$ cat src/rtl/i2s_tx.sv
// I2S transmitter: one-deep sample-pair buffer feeding left/right shifters, MSB one sclk after lrclk edge.
// Optional `I2S_TX_UNDERRUN_CNT_EN adds a saturating 16-bit underrun counter output.
module i2s_tx #(
    parameter int unsigned DATA_RES  = 24,
    parameter int unsigned SLOT_BITS = 32
) (
    input  logic                mclk,
    input  logic                reset,
    input  logic                next_sclk_fall,
    input  logic                next_lrclk_fall,
    input  logic                next_lrclk_rise,
    input  logic [DATA_RES-1:0] i_left,
    input  logic [DATA_RES-1:0] i_right,
    input  logic                i_valid,
    output logic                o_ready,
    output logic                o_sdata,
    output logic                o_frame_start,
`ifdef I2S_TX_UNDERRUN_CNT_EN
    output logic                o_underrun,
    output logic [15:0]         o_underrun_cnt
`else
    output logic                o_underrun
`endif
);

    localparam int unsigned CW = (SLOT_BITS > 1) ? $clog2(SLOT_BITS) : 1;

    typedef enum logic [1:0] {
        SYNC  = 2'd0,
        LEFT  = 2'd1,
        RIGHT = 2'd2
    } state_t;

    state_t              state_q, state_d;
    logic [CW-1:0]       cnt_q, cnt_d;
    logic [DATA_RES-1:0] hold_left_q, hold_left_d;
    logic [DATA_RES-1:0] hold_right_q, hold_right_d;
    logic                hold_full_q, hold_full_d;
    logic [DATA_RES-1:0] left_sh_q, left_sh_d;
    logic [DATA_RES-1:0] right_sh_q, right_sh_d;
    logic                sdata_q, sdata_d;
    logic                frame_start_q, frame_start_d;
    logic                underrun_q, underrun_d;
    logic                accept;
`ifdef I2S_TX_UNDERRUN_CNT_EN
    logic [15:0]         underrun_cnt_q, underrun_cnt_d;
`endif

    assign accept = i_valid && !hold_full_q;

    always_comb begin
        state_d       = state_q;
        cnt_d         = cnt_q;
        hold_left_d   = hold_left_q;
        hold_right_d  = hold_right_q;
        hold_full_d   = hold_full_q;
        left_sh_d     = left_sh_q;
        right_sh_d    = right_sh_q;
        sdata_d       = sdata_q;
        frame_start_d = 1'b0;
        underrun_d    = 1'b0;

        unique case (state_q)
            SYNC:    if (next_lrclk_fall) state_d = LEFT;
            LEFT:    if (next_lrclk_rise) state_d = RIGHT;
                     else if (next_lrclk_fall) state_d = LEFT;
            RIGHT:   if (next_lrclk_fall) state_d = LEFT;
            default: state_d = SYNC;
        endcase

        // Commit reads the buffer state before this edge's accept, so a
        // same-cycle accept into an empty buffer still counts as an underrun.
        if (next_lrclk_fall) begin
            if (hold_full_q) begin
                left_sh_d     = hold_left_q;
                right_sh_d    = hold_right_q;
                hold_full_d   = 1'b0;
                frame_start_d = 1'b1;
            end else begin
                left_sh_d  = '0;
                right_sh_d = '0;
                underrun_d = 1'b1;
            end
        end

        if (accept) begin
            hold_left_d  = i_left;
            hold_right_d = i_right;
            hold_full_d  = 1'b1;
        end

        if (next_sclk_fall) begin
            if (next_lrclk_fall || next_lrclk_rise) begin
                cnt_d = '0;
            end else if (cnt_q != CW'(SLOT_BITS - 1)) begin
                cnt_d = cnt_q + CW'(1);
            end

            // Shifting left keeps the next bit to send at the MSB of the active shifter.
            if (state_d == SYNC || cnt_d == '0 || cnt_d > CW'(DATA_RES)) begin
                sdata_d = 1'b0;
            end else if (state_d == LEFT) begin
                sdata_d   = left_sh_q[DATA_RES-1];
                left_sh_d = {left_sh_q[DATA_RES-2:0], 1'b0};
            end else begin
                sdata_d    = right_sh_q[DATA_RES-1];
                right_sh_d = {right_sh_q[DATA_RES-2:0], 1'b0};
            end
        end
    end

`ifdef I2S_TX_UNDERRUN_CNT_EN
    always_comb begin
        underrun_cnt_d = underrun_cnt_q;
        if (underrun_d && underrun_cnt_q != '1) begin
            underrun_cnt_d = underrun_cnt_q + 16'd1;
        end
    end
`endif

    always_ff @(posedge mclk) begin
        if (reset) begin
            state_q       <= SYNC;
            cnt_q         <= CW'(SLOT_BITS - 1);
            hold_left_q   <= '0;
            hold_right_q  <= '0;
            hold_full_q   <= 1'b0;
            left_sh_q     <= '0;
            right_sh_q    <= '0;
            sdata_q       <= 1'b0;
            frame_start_q <= 1'b0;
            underrun_q    <= 1'b0;
`ifdef I2S_TX_UNDERRUN_CNT_EN
            underrun_cnt_q <= '0;
`endif
        end else begin
            state_q       <= state_d;
            cnt_q         <= cnt_d;
            hold_left_q   <= hold_left_d;
            hold_right_q  <= hold_right_d;
            hold_full_q   <= hold_full_d;
            left_sh_q     <= left_sh_d;
            right_sh_q    <= right_sh_d;
            sdata_q       <= sdata_d;
            frame_start_q <= frame_start_d;
            underrun_q    <= underrun_d;
`ifdef I2S_TX_UNDERRUN_CNT_EN
            underrun_cnt_q <= underrun_cnt_d;
`endif
        end
    end

    assign o_ready       = !hold_full_q;
    assign o_sdata       = sdata_q;
    assign o_frame_start = frame_start_q;
    assign o_underrun    = underrun_q;
`ifdef I2S_TX_UNDERRUN_CNT_EN
    assign o_underrun_cnt = underrun_cnt_q;
`endif

endmodule

$ cat config.mk
export PLATFORM = sky130hd
export DESIGN_NAME = i2s_tx
export DESIGN_NICKNAME = d
export VERILOG_FILES = /design/src/rtl/i2s_tx.sv
export SDC_FILE = /design/constraint.sdc
export NUM_CORES = 1
export LEC_CHECK = 0
export ABC_CLOCK_PERIOD_IN_PS = 3150
export CORE_MARGIN = 3
export CORE_UTILIZATION = 45
export CTS_BUF_LIST = sky130_fd_sc_hd__clkbuf_8
export DETAILED_ROUTE_END_ITERATION = 8
export PLACE_DENSITY_LB_ADDON = 0.2
export SYNTH_ARGS = -nofsm -noshare
export SYNTH_HDL_FRONTEND = slang
export SYNTH_SLANG_ARGS = --single-unit
$ cat constraint.sdc
create_clock -name mclk -period 3.15 [get_ports mclk]
set_input_delay 0.63 -clock mclk [delete_from_list [all_inputs] [get_ports mclk]]
set_output_delay 0.63 -clock mclk [all_outputs]
set_load 0.01 [all_outputs]
==> metrics.log <==
INFO  metric run_status = finished clean
INFO  metric ff_latch_area = around 2100 µm²
INFO  metric max_slew_margin = 38.88%
INFO  metric maximum_clock_rate = ~440 MHz
INFO  metric timing.hold.worst.class = register to register
INFO  metric post-cts-setup-buffers = 0
INFO  metric htree_num_levels = 3
INFO  metric fp-row-count = 36
INFO  metric syn_area_per_cell = 9.243 µm²
INFO  metric hold_viol_final = 0
INFO  metric vias = 3510
INFO  metric timing.rr.start = cnt_q[0]
INFO  metric reg2reg_to = right_sh_q[20]
INFO  metric drt-initial-drc-count = 259
INFO  metric routed_wl = a little over 9000 µm
INFO  metric numCtsBuffers = 9
INFO  metric cts-resized-gates = 0
INFO  metric arrival = 2.53 ns
INFO  metric path_cells = clkdlybuf4s50_1 > nor2_1 > and2_1 > o41ai_4 > o31ai_4 > buf_4 > o2bb2ai_1
INFO  metric hpwl = roughly 5800 µm
INFO  metric post_cts_hold_buffer_count = 0
INFO  metric worstHoldEndpoint = right_sh_q[2]
INFO  metric detail_route.wl_per_cell = 13.78 µm
INFO  metric ys_ff_latch = around 110
INFO  metric post-route-drc-count = 0
INFO  metric area_inside_the_core_boundary = about 9900 µm²
INFO  metric clockRootBuffer = clkbuf_8
INFO  metric critical_path.endpoint_type = register
INFO  metric grt_pass1_wl = 16050 µm
INFO  metric cts_tree = built
INFO  metric worst_path_max_delay_cell = clkdlybuf4s50_1
INFO  metric post_synth_inst_count = 498
INFO  metric dieArea = 11480 µm²
INFO  metric post-place-ws = 0.4753 ns
INFO  metric post_drt_via_cell_ratio = about 5.2
INFO  metric grt_setup_unrepaired = false
INFO  metric portBuffers = 57
INFO  metric timing.final.crit_share = 72.58%
INFO  metric number_of_antenna_violations_at_the_first_check_in_global_routing = 0
INFO  metric drive_gt1_share = a little over an eighth
INFO  metric worst_setup_path_start_kind = input port
INFO  metric final_weighted_congestion_of_routability_driven_global_placement = about 0.79
INFO  metric sequential_to_total_area_share_from_yosys_stat = 46.53%
INFO  metric cells_on_worst_reg2reg_path = 6
INFO  metric report.final.slew_viol_count = 0
INFO  metric max-vdd-ir-drop = 0.2368 mV
INFO  metric dr.pass1.iters = 4
INFO  metric max_cap_violations = 0
INFO  metric starting_density_of_the_core = 46.66%
INFO  metric io_pins = 58
INFO  metric clock_path_buffers = 2
INFO  metric antenna-diode-count = 0
INFO  metric min-delay-start = right_sh_q[1]
INFO  metric ys_types = 33
INFO  metric globalRoute.totalOverflow = 0
INFO  metric worst_slew_pin_slew = roughly 0.92 ns
INFO  metric path_clk_slew = 0.10 ns
INFO  metric numClockSinks = ~110
INFO  metric post_route_antenna_net_violation_count = 0
INFO  metric worst_ep_required_time = 3.39 ns
INFO  metric clk-insertion-delay-late = 0.37 ns
INFO  metric worst-setup-path-type = input port to register
INFO  metric power_density = 472.1 nW/µm²
INFO  metric first_global_vias = 3354
INFO  metric die_width = 107.1 µm
INFO  metric crit_path_max_fanout = 24
INFO  metric grt_use_total = 17.08%
INFO  metric finalCriticalPeriod = between 2 and 2.5 ns
INFO  metric finalSetupViolCount = 0
INFO  metric synthesis_warning_total = 0
INFO  metric min_delay_path_depth = 1
INFO  metric timing.clock.skew = 0.01220 ns
INFO  metric die_h = around 110 µm
INFO  metric setup.reg_to_reg.worst_slack = between 0.9 and 1 ns
INFO  metric pin_count_of_the_biggest_net_entering_global_routing = 102
INFO  metric final.fill_count = 870
INFO  metric fin_nets = 588
INFO  metric leakage = 1.875 nW
INFO  metric critPathMaxStageDelay = 0.46 ns
INFO  metric timing.final.ws_setup = roughly 0.86 ns
INFO  metric post_synth_instance_area = 4603 µm²
INFO  metric syn-num-nets = 553
INFO  metric syn2layout_area_growth = 16.96%
INFO  metric fin_tns_setup = 0 ns
INFO  metric area_of_the_multi_input_gates = 2250 µm²
## through the flow
| step | total power [mW] | cell area [µm²] | instances | hold WS (ns) | utilization (%) |
|---|---|---|---|---|---|
| floorplan | 1.672 | 4603 | 498 | 0.4247 | - |
| global placement | 1.780 | 5199 | 655 | 0.4299 | 52.70 |
| detailed placement | 1.790 | 5199 | 655 | 0.4331 | 52.70 |
| CTS | 2.578 | 5384 | 671 | 0.4549 | 54.58 |
| global route | 2.667 | 5384 | 671 | 0.4723 | 54.58 |
| finish | 2.542 | 5384 | 671 | 0.4457 | 54.58 |
## state kept, by name, indices dropped and copies added (netlist names)
name	count
hold_right_q	24
o_frame_start	1
state_q	2
hold_left_q	24
cnt_q	5
o_sdata	1
right_sh_q	24
o_underrun	1
left_sh_q	24
hold_full_q	1
## layout make-up
| cell class | count | area share [%] |
|---|---|---|
| clock inverters | 6 | 0.8831 |
| multi-input cells | 346 | 41.78 |
| clock buffers | 10 | 2.556 |
| flip-flops and latches | 107 | 39.81 |
| well taps | 133 | 3.091 |
| repair buffers | 66 | 11.67 |
| inverters | 3 | 0.2092 |
## routing by layer
| metal | vias up | routed length [µm] | GRT usage (%) |
|---|---|---|---|
| li1 | 1823 | - | - |
| met1 | 1618 | 4605 | 22.92 |
| met2 | 59 | 4166 | 27.12 |
| met3 | 10 | 341 | 3.552 |
| met4 | 0 | 134 | 6.301 |
| met5 | - | 0 | 0 |
## critical path, delay by kind of cell
kind                   cells  cell delay, ns
and+or+nand+nor            2            0.50
buffers and inverters      2            0.85
AOI/OAI and AO/OA          3            0.53
## worst max-delay path by stage
stage	end	from	depth (start not counted)	slack (ns)
global placement	right_sh_q[1]	next_lrclk_rise	7	0.58
detailed placement	right_sh_q[3]	next_lrclk_rise	7	0.48
finish	right_sh_q[23]	next_lrclk_rise	7	0.86
global route	right_sh_q[1]	next_lrclk_rise	7	0.73
CTS	right_sh_q[3]	next_lrclk_rise	7	0.89
floorplan	right_sh_q[3]	cnt_q[0]	6	1.17
## power breakdown
group | internal [mW] | leakage [nW] | switching, mW
logic | 0.138 | 0.903 | 0.181
clock network | 0.318 | 0.0985 | 0.466
registers | 1.40 | 0.873 | 0.0338
total | 1.86 | 1.87 | 0.681
## cell usage in the layout (no fill, tap or decap), drive strengths merged
master,netlist,routed
dfxtp,107,107
nand2,104,104
a21oi,59,59
clkdlybuf4s50,0,55
nor2b,48,48
a31oi,46,46
o2bb2ai,46,46
buf,14,11
clkbuf,28,10
nand2b,7,7
nor2,6,6
nand3,5,5
and3,5,5
inv,3,5
clkinv,0,4
a21boi,3,3
o21ai,3,3
a2bb2oi,3,3
nor4,2,2
o31ai,2,2
and2,2,2
o41ai,1,1
a221o,1,1
mux2i,1,1
or3,1,1
ha,1,1
## cell families after synthesis
kind of cell / Yosys count / share of synthesized area [%]
DFF: 107 / 46.53
muxes: 1 / 0.2175
adders and majority gates: 1 / 0.2718
AOI/OAI and AO/OA: 164 / 29.11
buffers and inverters: 45 / 4.757
and+or+nand+nor: 180 / 19.11
## synth_stat cells
library cell    n  area share, %
ha_1            1           0.27
nand2b_1        7           0.95
inv_1           3           0.24
clkbuf_1       28            2.3
nor2b_1        48            6.5
a21oi_1        56            6.1
and3_2          1           0.16
o2bb2ai_1      18            3.4
nor4_4          2           0.92
or3_2           1           0.16
dfxtp_1       107             47
and3_1          4           0.54
a221o_1         1           0.22
and2_4          1           0.19
buf_4           1           0.16
mux2i_1         1           0.22
a2bb2oi_4       1           0.57
a21oi_2         3           0.57
a31oi_1        46            6.3
and2_1          1           0.14
buf_1           6           0.49
a2bb2oi_2       1           0.33
o2bb2ai_2      28            9.1
o31ai_4         2           0.92
o41ai_4         1           0.60
a2bb2oi_1       1           0.19
nor2_1          6           0.49
o21ai_0         3           0.33
a21boi_0        3           0.49
buf_2           1           0.11
nand3_1         5           0.54
buf_6           6            1.5
nand2_1       104            8.5
Note: power is estimated with default switching activity, not from simulation.
